$ cat config.mk
export PLATFORM = sky130hd
export DESIGN_NAME = adc2v_mc
export DESIGN_NICKNAME = d
export VERILOG_FILES = /design/src/rtl/cnn1d_pkg.sv /design/src/rtl/adc2v_mc_coef_bank.sv /design/src/rtl/mult.sv /design/src/rtl/adc2v_mc.sv
export SDC_FILE = /design/constraint.sdc
export NUM_CORES = 2
export LEC_CHECK = 0
export CORE_AREA = 8 8 434 224
export CTS_BUF_LIST = sky130_fd_sc_hd__clkbuf_4
export DETAILED_ROUTE_END_ITERATION = 10
export DIE_AREA = 0 0 442 232
export HOLD_SLACK_MARGIN = 0.02
export PLACE_DENSITY_LB_ADDON = 0.2
export RECOVER_POWER = 25
export SLEW_MARGIN = 20
export SYNTH_ARGS = -nofsm -noshare
export SYNTH_HDL_FRONTEND = slang
export SYNTH_SLANG_ARGS = --single-unit
export TNS_END_PERCENT = 100
$ cat constraint.sdc
create_clock -name clk -period 7.7 [get_ports clk]
set_input_delay 1.155 -clock clk [delete_from_list [all_inputs] [get_ports clk]]
set_output_delay 1.155 -clock clk [all_outputs]
set_load 0.05 [all_outputs]
$ cat src/rtl/cnn1d_pkg.sv
// Shared types for the cnn1d front end: ADC code width, per-channel
// coefficient record and the coefficient-select encoding.
package cnn1d_pkg;

    localparam int ADC_WIDTH = 12;

    // Coefficient storage width; the adc2v_mc datapath width must match.
    localparam int COEF_W = 32;

    typedef struct packed {
        logic [COEF_W-1:0] bias;   // signed integer mV
        logic [COEF_W-1:0] gain;   // signed fixed point, FRACTION fractional bits
    } coef_t;

    typedef enum logic {
        CFG_BIAS = 1'b0,
        CFG_GAIN = 1'b1
    } cfg_sel_e;

endpackage

$ cat src/rtl/adc2v_mc_coef_bank.sv
// Per-channel bias/gain registers: async reset to the init values, one
// write port (out-of-range channel ignored), combinational read by tag.
module adc2v_coef_bank
    import cnn1d_pkg::*;
#(
    parameter int               NUM_CH    = 4,
    parameter int               CH_W      = 2,
    parameter logic [COEF_W-1:0] BIAS_INIT = 32'hfffffb1e,
    parameter logic [COEF_W-1:0] GAIN_INIT = 32'h000aaaab
) (
    input  logic              clk,
    input  logic              rst,
    input  logic              we,
    input  cfg_sel_e          sel,
    input  logic [CH_W-1:0]   wr_ch,
    input  logic [COEF_W-1:0] wr_data,
    input  logic [CH_W-1:0]   rd_ch,
    output coef_t             rd_coef
);

    localparam logic [CH_W:0] NUM_CH_L = (CH_W+1)'(NUM_CH);

    coef_t bank [NUM_CH];
    logic  wr_ok;
    logic  rd_ok;

    assign wr_ok = ({1'b0, wr_ch} < NUM_CH_L);
    assign rd_ok = ({1'b0, rd_ch} < NUM_CH_L);

    // Coefficient registers; only the selected field of one channel changes.
    always_ff @(posedge clk or negedge rst) begin
        if (!rst) begin
            for (int i = 0; i < NUM_CH; i++) begin
                bank[i].bias <= BIAS_INIT;
                bank[i].gain <= GAIN_INIT;
            end
        end else if (we && wr_ok) begin
            if (sel == CFG_GAIN) bank[wr_ch].gain <= wr_data;
            else                 bank[wr_ch].bias <= wr_data;
        end
    end

    // Read returns zeros for tags outside the bank; such samples are dropped anyway.
    always_comb begin
        rd_coef = '0;
        if (rd_ok) rd_coef = bank[rd_ch];
    end

endmodule

$ cat src/rtl/mult.sv
// Pipelined multiplier: the product is registered PIPE_WIDTH times and
// every stage advances only while clken is high.
module mult #(
    parameter int A_W        = 16,
    parameter int B_W        = 16,
    parameter int PIPE_WIDTH = 4,
    parameter bit SIGNED     = 1'b0
) (
    input  logic               clk,
    input  logic               rst,
    input  logic               clken,
    input  logic [A_W-1:0]     a,
    input  logic [B_W-1:0]     b,
    output logic [A_W+B_W-1:0] p
);

    localparam int P_W = A_W + B_W;

    logic [P_W-1:0] prod;
    logic [P_W-1:0] stage_q [PIPE_WIDTH];

    // Operands are extended to the full product width so the multiply is exact.
    if (SIGNED) begin : g_signed
        assign prod = $signed({{B_W{a[A_W-1]}}, a}) * $signed({{A_W{b[B_W-1]}}, b});
    end else begin : g_unsigned
        assign prod = {{B_W{1'b0}}, a} * {{A_W{1'b0}}, b};
    end

    // Product shift register, frozen while clken is low.
    always_ff @(posedge clk or negedge rst) begin
        if (!rst) begin
            for (int i = 0; i < PIPE_WIDTH; i++) stage_q[i] <= '0;
        end else if (clken) begin
            stage_q[0] <= prod;
            for (int i = 1; i < PIPE_WIDTH; i++) stage_q[i] <= stage_q[i-1];
        end
    end

    assign p = stage_q[PIPE_WIDTH-1];

endmodule

$ cat src/rtl/adc2v_mc.sv
// Multi-channel ADC-code to fixed-point voltage stage.
// v = ((raw*ADC_REF >> ADC_WIDTH) + bias[ch]) * gain[ch], low DATA_WIDTH bits.
// Optional feature macro: ADC2V_MC_SAT_EN (saturate instead of wrap, one
// extra output register stage).
// Handshake: a sample transfers when adc_valid_in & adc_ready_in; an output
// transfers when v_valid_out & v_ready_out; adc_ready_in = ~v_valid_out |
// v_ready_out and the whole pipeline advances only while adc_ready_in is high,
// so the output holds stable while stalled.
module adc2v_mc
    import cnn1d_pkg::*;
#(
    parameter int                    NUM_CH     = 4,
    parameter int                    DATA_WIDTH = 32,
    parameter int                    FRACTION   = 24,
    parameter int                    PIPE_WIDTH = 4,
    parameter int unsigned           ADC_REF    = 2500,
    parameter logic [DATA_WIDTH-1:0] BIAS_INIT  = 32'hfffffb1e,
    parameter logic [DATA_WIDTH-1:0] GAIN_INIT  = 32'h000aaaab,
    localparam int                   CH_W       = (NUM_CH > 1) ? $clog2(NUM_CH) : 1
) (
    input  logic                  clk,
    input  logic                  rst,
    input  logic                  adc_valid_in,
    output logic                  adc_ready_in,
    input  logic [CH_W-1:0]       adc_ch_in,
    input  logic [ADC_WIDTH-1:0]  adc_data_in,
    input  logic                  cfg_we,
    input  logic                  cfg_sel,
    input  logic [CH_W-1:0]       cfg_ch,
    input  logic [DATA_WIDTH-1:0] cfg_data,
    output logic                  err_bad_ch,
    output logic                  v_valid_out,
    input  logic                  v_ready_out,
    output logic [CH_W-1:0]       v_ch_out,
    output logic [DATA_WIDTH-1:0] v_data_out
);

    // Coefficients live in coef_t, so the datapath width is tied to COEF_W.
    if (DATA_WIDTH != COEF_W || FRACTION >= DATA_WIDTH) begin : g_param_check
        $error("adc2v_mc: DATA_WIDTH must equal COEF_W and exceed FRACTION");
    end

    localparam int REF_W = $clog2(ADC_REF + 1);
`ifdef ADC2V_MC_SAT_EN
    localparam int LAT = 2*PIPE_WIDTH + 2;
`else
    localparam int LAT = 2*PIPE_WIDTH + 1;
`endif
    localparam logic [CH_W:0] NUM_CH_L = (CH_W+1)'(NUM_CH);

    logic                    ch_ok;
    logic                    in_vld;
    coef_t                   rd_coef;
    logic [LAT-1:0]          vld_q;
    logic [CH_W-1:0]         tag_q  [LAT];
    logic [DATA_WIDTH-1:0]   bias_q [PIPE_WIDTH];
    logic [DATA_WIDTH-1:0]   gain_q [PIPE_WIDTH+1];
    logic [ADC_WIDTH+REF_W-1:0] prod1;
    logic [ADC_WIDTH-1:0]    unused_scale_lsb;
    logic [DATA_WIDTH-1:0]   s1;
    logic [DATA_WIDTH-1:0]   u_q;
    logic [2*DATA_WIDTH-1:0] prod2;

    assign adc_ready_in = ~v_valid_out | v_ready_out;
    assign ch_ok        = ({1'b0, adc_ch_in} < NUM_CH_L);
    // Bad-tag samples are consumed but travel as bubbles.
    assign in_vld       = adc_valid_in & ch_ok;

    adc2v_coef_bank #(
        .NUM_CH    (NUM_CH),
        .CH_W      (CH_W),
        .BIAS_INIT (BIAS_INIT),
        .GAIN_INIT (GAIN_INIT)
    ) u_coef_bank (
        .clk     (clk),
        .rst     (rst),
        .we      (cfg_we),
        .sel     (cfg_sel_e'(cfg_sel)),
        .wr_ch   (cfg_ch),
        .wr_data (cfg_data),
        .rd_ch   (adc_ch_in),
        .rd_coef (rd_coef)
    );

    // Sticky error on any consumed sample whose tag has no channel.
    always_ff @(posedge clk or negedge rst) begin
        if (!rst)                                            err_bad_ch <= 1'b0;
        else if (adc_valid_in && adc_ready_in && !ch_ok)     err_bad_ch <= 1'b1;
    end

    // Valid and tag travel alongside the data for the full latency.
    always_ff @(posedge clk or negedge rst) begin
        if (!rst) begin
            vld_q <= '0;
            for (int i = 0; i < LAT; i++) tag_q[i] <= '0;
        end else if (adc_ready_in) begin
            vld_q    <= {vld_q[LAT-2:0], in_vld};
            tag_q[0] <= adc_ch_in;
            for (int i = 1; i < LAT; i++) tag_q[i] <= tag_q[i-1];
        end
    end

    // Coefficients are sampled at acceptance (old value on a same-cycle write)
    // and delayed to the stage that consumes them.
    always_ff @(posedge clk or negedge rst) begin
        if (!rst) begin
            for (int i = 0; i < PIPE_WIDTH; i++)  bias_q[i] <= '0;
            for (int i = 0; i <= PIPE_WIDTH; i++) gain_q[i] <= '0;
        end else if (adc_ready_in) begin
            bias_q[0] <= rd_coef.bias;
            gain_q[0] <= rd_coef.gain;
            for (int i = 1; i < PIPE_WIDTH; i++)  bias_q[i] <= bias_q[i-1];
            for (int i = 1; i <= PIPE_WIDTH; i++) gain_q[i] <= gain_q[i-1];
        end
    end

    mult #(
        .A_W        (ADC_WIDTH),
        .B_W        (REF_W),
        .PIPE_WIDTH (PIPE_WIDTH),
        .SIGNED     (1'b0)
    ) u_mult_scale (
        .clk   (clk),
        .rst   (rst),
        .clken (adc_ready_in),
        .a     (adc_data_in),
        .b     (REF_W'(ADC_REF)),
        .p     (prod1)
    );

    // Dropping the ADC_WIDTH low bits is the divide by full-scale code.
    assign s1               = {{(DATA_WIDTH-REF_W){1'b0}}, prod1[ADC_WIDTH +: REF_W]};
    assign unused_scale_lsb = prod1[ADC_WIDTH-1:0];

    // Bias add, wrapping at DATA_WIDTH.
    always_ff @(posedge clk or negedge rst) begin
        if (!rst)              u_q <= '0;
        else if (adc_ready_in) u_q <= s1 + bias_q[PIPE_WIDTH-1];
    end

    mult #(
        .A_W        (DATA_WIDTH),
        .B_W        (DATA_WIDTH),
        .PIPE_WIDTH (PIPE_WIDTH),
        .SIGNED     (1'b1)
    ) u_mult_gain (
        .clk   (clk),
        .rst   (rst),
        .clken (adc_ready_in),
        .a     (u_q),
        .b     (gain_q[PIPE_WIDTH]),
        .p     (prod2)
    );

`ifdef ADC2V_MC_SAT_EN
    logic                  ovf;
    logic [DATA_WIDTH-1:0] sat_q;

    // Overflow when the bits above the result's sign bit are not all copies of it.
    always_comb begin
        ovf = 1'b0;
        if (!((&prod2[2*DATA_WIDTH-1:DATA_WIDTH-1]) || !(|prod2[2*DATA_WIDTH-1:DATA_WIDTH-1])))
            ovf = 1'b1;
    end

    // Saturating output register.
    always_ff @(posedge clk or negedge rst) begin
        if (!rst) begin
            sat_q <= '0;
        end else if (adc_ready_in) begin
            if (ovf) sat_q <= prod2[2*DATA_WIDTH-1] ? {1'b1, {(DATA_WIDTH-1){1'b0}}}
                                                    : {1'b0, {(DATA_WIDTH-1){1'b1}}};
            else     sat_q <= prod2[DATA_WIDTH-1:0];
        end
    end

    assign v_data_out = sat_q;
`else
    logic [DATA_WIDTH-1:0] unused_prod_hi;

    assign v_data_out     = prod2[DATA_WIDTH-1:0];
    assign unused_prod_hi = prod2[2*DATA_WIDTH-1:DATA_WIDTH];
`endif

    assign v_valid_out = vld_q[LAT-1];
    assign v_ch_out    = tag_q[LAT-1];

endmodule
== After elaboration in Yosys (flattened, before gate mapping) ==
Index checks and enable logic that the tools add are counted.

* Register bits after elaboration: 819
* Bits of input ports: 54
* Output and inout port bits: 37
* Word-level logic and storage cells: 57

* Add/subtract/negate cells: 1
* Multipliers: 2
* $lt $le $gt $ge: 3
* Multiplexer cells: 10
* Bitwise logic cells: 4
* Reduce and logical (&&, ||, !) cells: 1

{| class="wikitable"
|+ Operator list
! operator !! number
|-
| $bwmux W256 || 2
|-
| $demux W64 S2 || 2
|-
| $mux W256 || 1
|-
| $mux W64 || 3
|-
| $bmux W64 S2 || 1
|-
| $add A12 B32 Y32 || 1
|-
| $mul A32 B32 Y32 || 1
|-
| $mux W32 || 1
|-
| $mul A12 B10 Y22 const B || 1
|-
| $ge A3 B3 Y1 const B || 2
|-
| $not A2 Y3 || 2
|-
| $lt A3 B1 Y1 const B || 1
|-
| $logic_and A1 B1 Y1 || 1
|-
| $not A1 Y1 || 1
|-
| $or A1 B1 Y1 || 1
|}

== Longest topological paths before layout ==
* Depth in word-level cells: 7
* Gate-level depth with buffers: 30
* Depth with buffers taken out: 27

== Hierarchy ==
From an unflattened synthesis, not the netlist that was laid out.

* Cells, all modules: 7530
* Area, all modules: 79912.9 µm²

{| class="wikitable"
|+ By module, submodules not included
! module !! times used !! cells each !! area each (µm²)
|-
| mult at u_mult_gain || 1 || 4500 || 46128.0
|-
| adc2v_mc || 1 || 1585 || 13952.1
|-
| adc2v_coef_bank || 1 || 629 || 11302.1
|-
| mult at u_mult_scale || 1 || 816 || 8530.7
|}

== Worst setup path before layout ==
OpenSTA, ideal clock, no wires.

* Path kind: reg-to-reg
* From: reg u_q[13]
* To: reg u_mult_gain.stage_q[222] in the netlist's numbering
* Setup time: 0.130 ns
* Data arrival time: 6.614 ns
* Data required time: 7.570 ns
* Slack: 0.956 ns
* Stages on the path, launching flop included: 27
* Buffers on the path: 3
* Clock period less this slack: 6.744 ns
* Cell sequence: dfrtp_1 > clkbuf_1 > clkbuf_1 > and2_1 > fa_1 > fa_1 > fa_1 > inv_1 > fa_1 > inv_1 > fa_1 > fa_1 > fa_1 > inv_1 > fa_1 > inv_1 > ha_1 > clkdlybuf4s18_1 > a21oi_1 > nor2_1 > nor2_1 > o21ai_0 > a21oi_1 > o211ai_1 > a31oi_1 > xor2_1 > o21ai_1

* Longest elaborated chain between the ends: 1

{| class="wikitable"
|+ RTL lines
! item !! RTL line !! source
|-
| from (decl) || adc2v_mc.sv:61 || <nowiki>logic [DATA_WIDTH-1:0] u_q;</nowiki>
|-
| from (signal assigned) || adc2v_mc.sv:138 || <nowiki>else if (adc_ready_in) u_q <= s1 + bias_q[PIPE_WIDTH-1];</nowiki>
|-
| $mul A32 B32 Y32 || mult.sv:24 || <nowiki>assign prod = $signed({{B_W{a[A_W-1]}}, a}) * $signed({{A_W{b[B_W-1]}}, b});</nowiki>
|-
| to (decl) || mult.sv:20 || <nowiki>logic [P_W-1:0] stage_q [PIPE_WIDTH];</nowiki>
|}

Every way passes these cells.
A chain may end at the register's enable or synchronous reset.

== Worst setup path in the final report ==
* From: reg u_q[10]
* To: reg u_mult_gain.stage_q[217] in the netlist's numbering

The elaborated chain is that of the path after synthesis.

==> impl_results.md <==
* FMAX at 0.135 GHz
* Post-synth EDFFs at 0
* DRC marker count from the first detailed-route iteration at 3073
* Failing checks: capacitance limit, slew limit
* Maximum fanout along the worst path at 17
* Yosys top cell by area: dfrtp_1
* Buf/Inv on CP at 4
* Syn nets at 5604
* Final Setup Violations at 0
* Share of the synthesized area in the top cell type at 0.316
* CTS tree: done
* Clock sinks at 779
* Max stage delay cell, worst path: dfrtp_1
* Slew Limit Fails at 307
* Detail Route Antenna Nets at 0
* Skew-Pair Late Insertion Delay at 1.11 ns
* Die Y-Extent at 232 um
* # fillers at 7916
* Mean Syn Cell Area at 10.1 um^2
* # nets final at 5668
* Core area at 0.0914 mm^2
* Total global routing overflow at 0
* Area of the mapped netlist at 0.0496 mm^2
* Sum of negative setup slack at 0 ns
* Slew of the pin with the lowest slew margin at 6.58 ns
* Fin crit share at 0.961
* Critical Path AT at 8.34 ns
* Seq/Total Area, Yosys at 0.397
* Yosys cell types at 62
* IO Pins at 91
* Status: finished with violations
* Critical-path cell list: and2_1 > fa_1 > fa_1 > fa_1 > inv_1 > fa_1 > inv_1 > fa_1 > inv_1 > fa_1 > inv_1 > fa_1 > fa_1 > ha_1 > a21o_1 > a21oi_1 > and3_1 > o21a_1 > o21bai_1 > xnor2_1 > a21oi_1
* H-tree Lvls at 4
* Tot GR Track Use at 0.248
* Crit start category: flip-flop
* Unrepaired setup endpoints after global routing: no
* Required @ worst endpoint at 8.64 ns
* Final wirelength at 124 mm
* WL/cell at 19.6 um
* # rows at 79
* Initial core utilization at 0.542
* FFs w/ async S/R, synth at 1.00
* Minimum clock period at 7.40 ns
* Synth Instances at 4901
* Synth Register Bits at 779
* Critical path class: flip-flop to flip-flop
* CP peak stage delay at 0.86 ns
* Drt drc at 0
* Setup crit end kind: flip-flop
* Clk pin slew, worst setup/hold paths at 0.07 ns
* Router iterations before antenna repair at 5
* Worst path top cell family by delay: adder cells
* Relative slew margins at -3.38
* Max cap viols at 2
* Largest net degree at the start of global routing at 203
* First-pass GRT wire length at 201 mm
* Synth area leaders: dfrtp_1, fa_1, nand2_1
* Layout cells sized above 1 at 0.171
* GPL Wtd Cong at 0.953
* Worst path most repeated cell: fa_1
* Root buf cell: clkbuf_4
* Die area at 0.103 mm^2
* Total CTS buffers at 179
* Clock buffer depth at 3
* Hold Path Class: flip-flop to flip-flop
* Die X at 442 um
* Yosys warning total at 0
* Post-DP HPWL at 89.1 mm
* Initial antenna violation count at 4
* Fin. Hold Viols at 0
* Synth Flop Type: dfrtp_1
* Setup Skew at 0.0677 ns
* Port Buf Inserts at 89
* Area Overhead vs Synth at 8.45%
* Via count at 33800
* Vias in the first global route at 34900
* DR vias/cell at 5.35
==> cell usage after synthesis (15+ instances only) <==
library cell  number
and2_1           365
mux2_2           256
inv_1            470
nand3_1           30
nor2_1            47
nor3_1            18
buf_1             15
nand2_1         1576
clkbuf_1         235
a21oi_1           60
mux4_2            64
xnor2_1           79
dfrtp_1          627
buf_4             35
xor2_1            37
ha_1             218
o21ai_0           49
dfstp_2          152
fa_1             431
==> per-stage QoR <==
| stage | cells | setup slack, ns | utilization | area, um^2 | hold WS (ns) |
|---|---|---|---|---|---|
| floorplan | 4901 | 0.956 | - | 49600 | 0.430 |
| global placement | 5998 | 0.410 | 0.562 | 51400 | 0.445 |
| detailed placement | 5998 | 0.359 | 0.562 | 51400 | 0.455 |
| CTS | 6320 | 0.340 | 0.588 | 53800 | 0.0402 |
| global route | 6324 | 0.000113 | 0.588 | 53800 | 0.458 |
| finish | 6326 | 0.302 | 0.588 | 53800 | 0.445 |
==> routing by layer <==
layer	track usage	part of all wire	up-vias
met5	0	0	-
met4	0.0547	0.013	0
met3	0.0825	0.11	135
met2	0.315	0.37	1160
met1	0.403	0.51	17100
li1	-	-	15400
==> flip-flops by register name, summed over array words and instances (netlist names) <==
name                  cells
u_q                      32
bias_q                  128
u_coef_bank.bank        256
v_ch_out                  2
gain_q                  160
u_mult_gain.p            32
u_mult_scale.p           12
vld_q                     9
u_mult_scale.stage_q     36
tag_q                    16
u_mult_gain.stage_q      96
==> final cells by class <==
class	count	area [um^2]	area share
Tap cell	1215	1520	0.0283
Inverter	470	1770	0.0329
Clock buffer	277	2080	0.0387
Multi-Input combinational cell	3362	26900	0.500
Timing Repair Buffer	173	1530	0.0284
Clock inverter	45	290	0.00540
Sequential cell	779	19700	0.366
Antenna cell	5	12.5	0.000233
==> logic make-up (layout without fill, tap and decap cells) <==
group | after synthesis | after routing | share of synthesized area
xor gates and xnor gates | 116 | 116 | 0.0205
and+or+nand+nor | 2081 | 2081 | 0.180
AOI/OAI and AO/OA | 195 | 195 | 0.0251
DFF | 779 | 779 | 0.397
buffers and inverters | 760 | 965 | 0.0614
adders and majority gates | 649 | 649 | 0.229
other | 1 | 6 | 0.0000756
muxes | 320 | 320 | 0.0872
==> cell usage in the layout (no fill, tap or decap), drive strengths merged, types with 8 or more instances in the layout <==
cell,Yosys,layout
buf,51,82
clkinv,0,34
dfrtp,627,627
clkbuf,237,282
xnor2,79,79
ha,218,218
a21oi,61,61
nor2,47,47
mux4,64,64
mux2,256,256
clkdlybuf4s50,0,86
inv,470,477
a31oi,10,10
dfstp,152,152
xor2,37,37
o31ai,8,8
and3,8,8
o211ai,11,11
nand2,1576,1576
fa,431,431
nor3,19,19
o21ai,55,55
and2,365,365
a21o,13,13
nand3,30,30
==> final timing paths <==
| kind | end | slack, ns | from | cells after the start |
|---|---|---|---|---|
| worst max-delay path | u_mult_gain.stage_q[217]$_DFFE_PN0P_ | 0.30 | u_q[10]$_DFFE_PN0P_ | 21 |
| worst min-delay path | bias_q[76]$_DFFE_PN0P_ | 0.44 | bias_q[108]$_DFFE_PN0P_ | 2 |
| worst max register to register | u_mult_gain.stage_q[217]$_DFFE_PN0P_ | 0.30 | u_q[10]$_DFFE_PN0P_ | 21 |
| worst min register to register | bias_q[76]$_DFFE_PN0P_ | 0.44 | bias_q[108]$_DFFE_PN0P_ | 2 |
| max in group asynchronous | u_coef_bank.bank[202]$_DFFE_PN0P_ | 1.17 | rst | 2 |
| min in group asynchronous | u_coef_bank.bank[93]$_DFFE_PN0P_ | 2.48 | rst | 1 |
==> worst min-delay path, stage by stage, from the launching register on <==
cell	delay (ns)
dfrtp_1	0.34
nand2_1	0.05
nand2_1	0.05
==> what timing repair did <==
action	CTS	global route
gates resized for setup	0	6
setup buffers	0	1
hold buffers	0	0
endpoints found under the setup margin	0	5
Power is not shown: default switching activity piles up to over one toggle a cycle in this logic, so the estimate is an artifact.
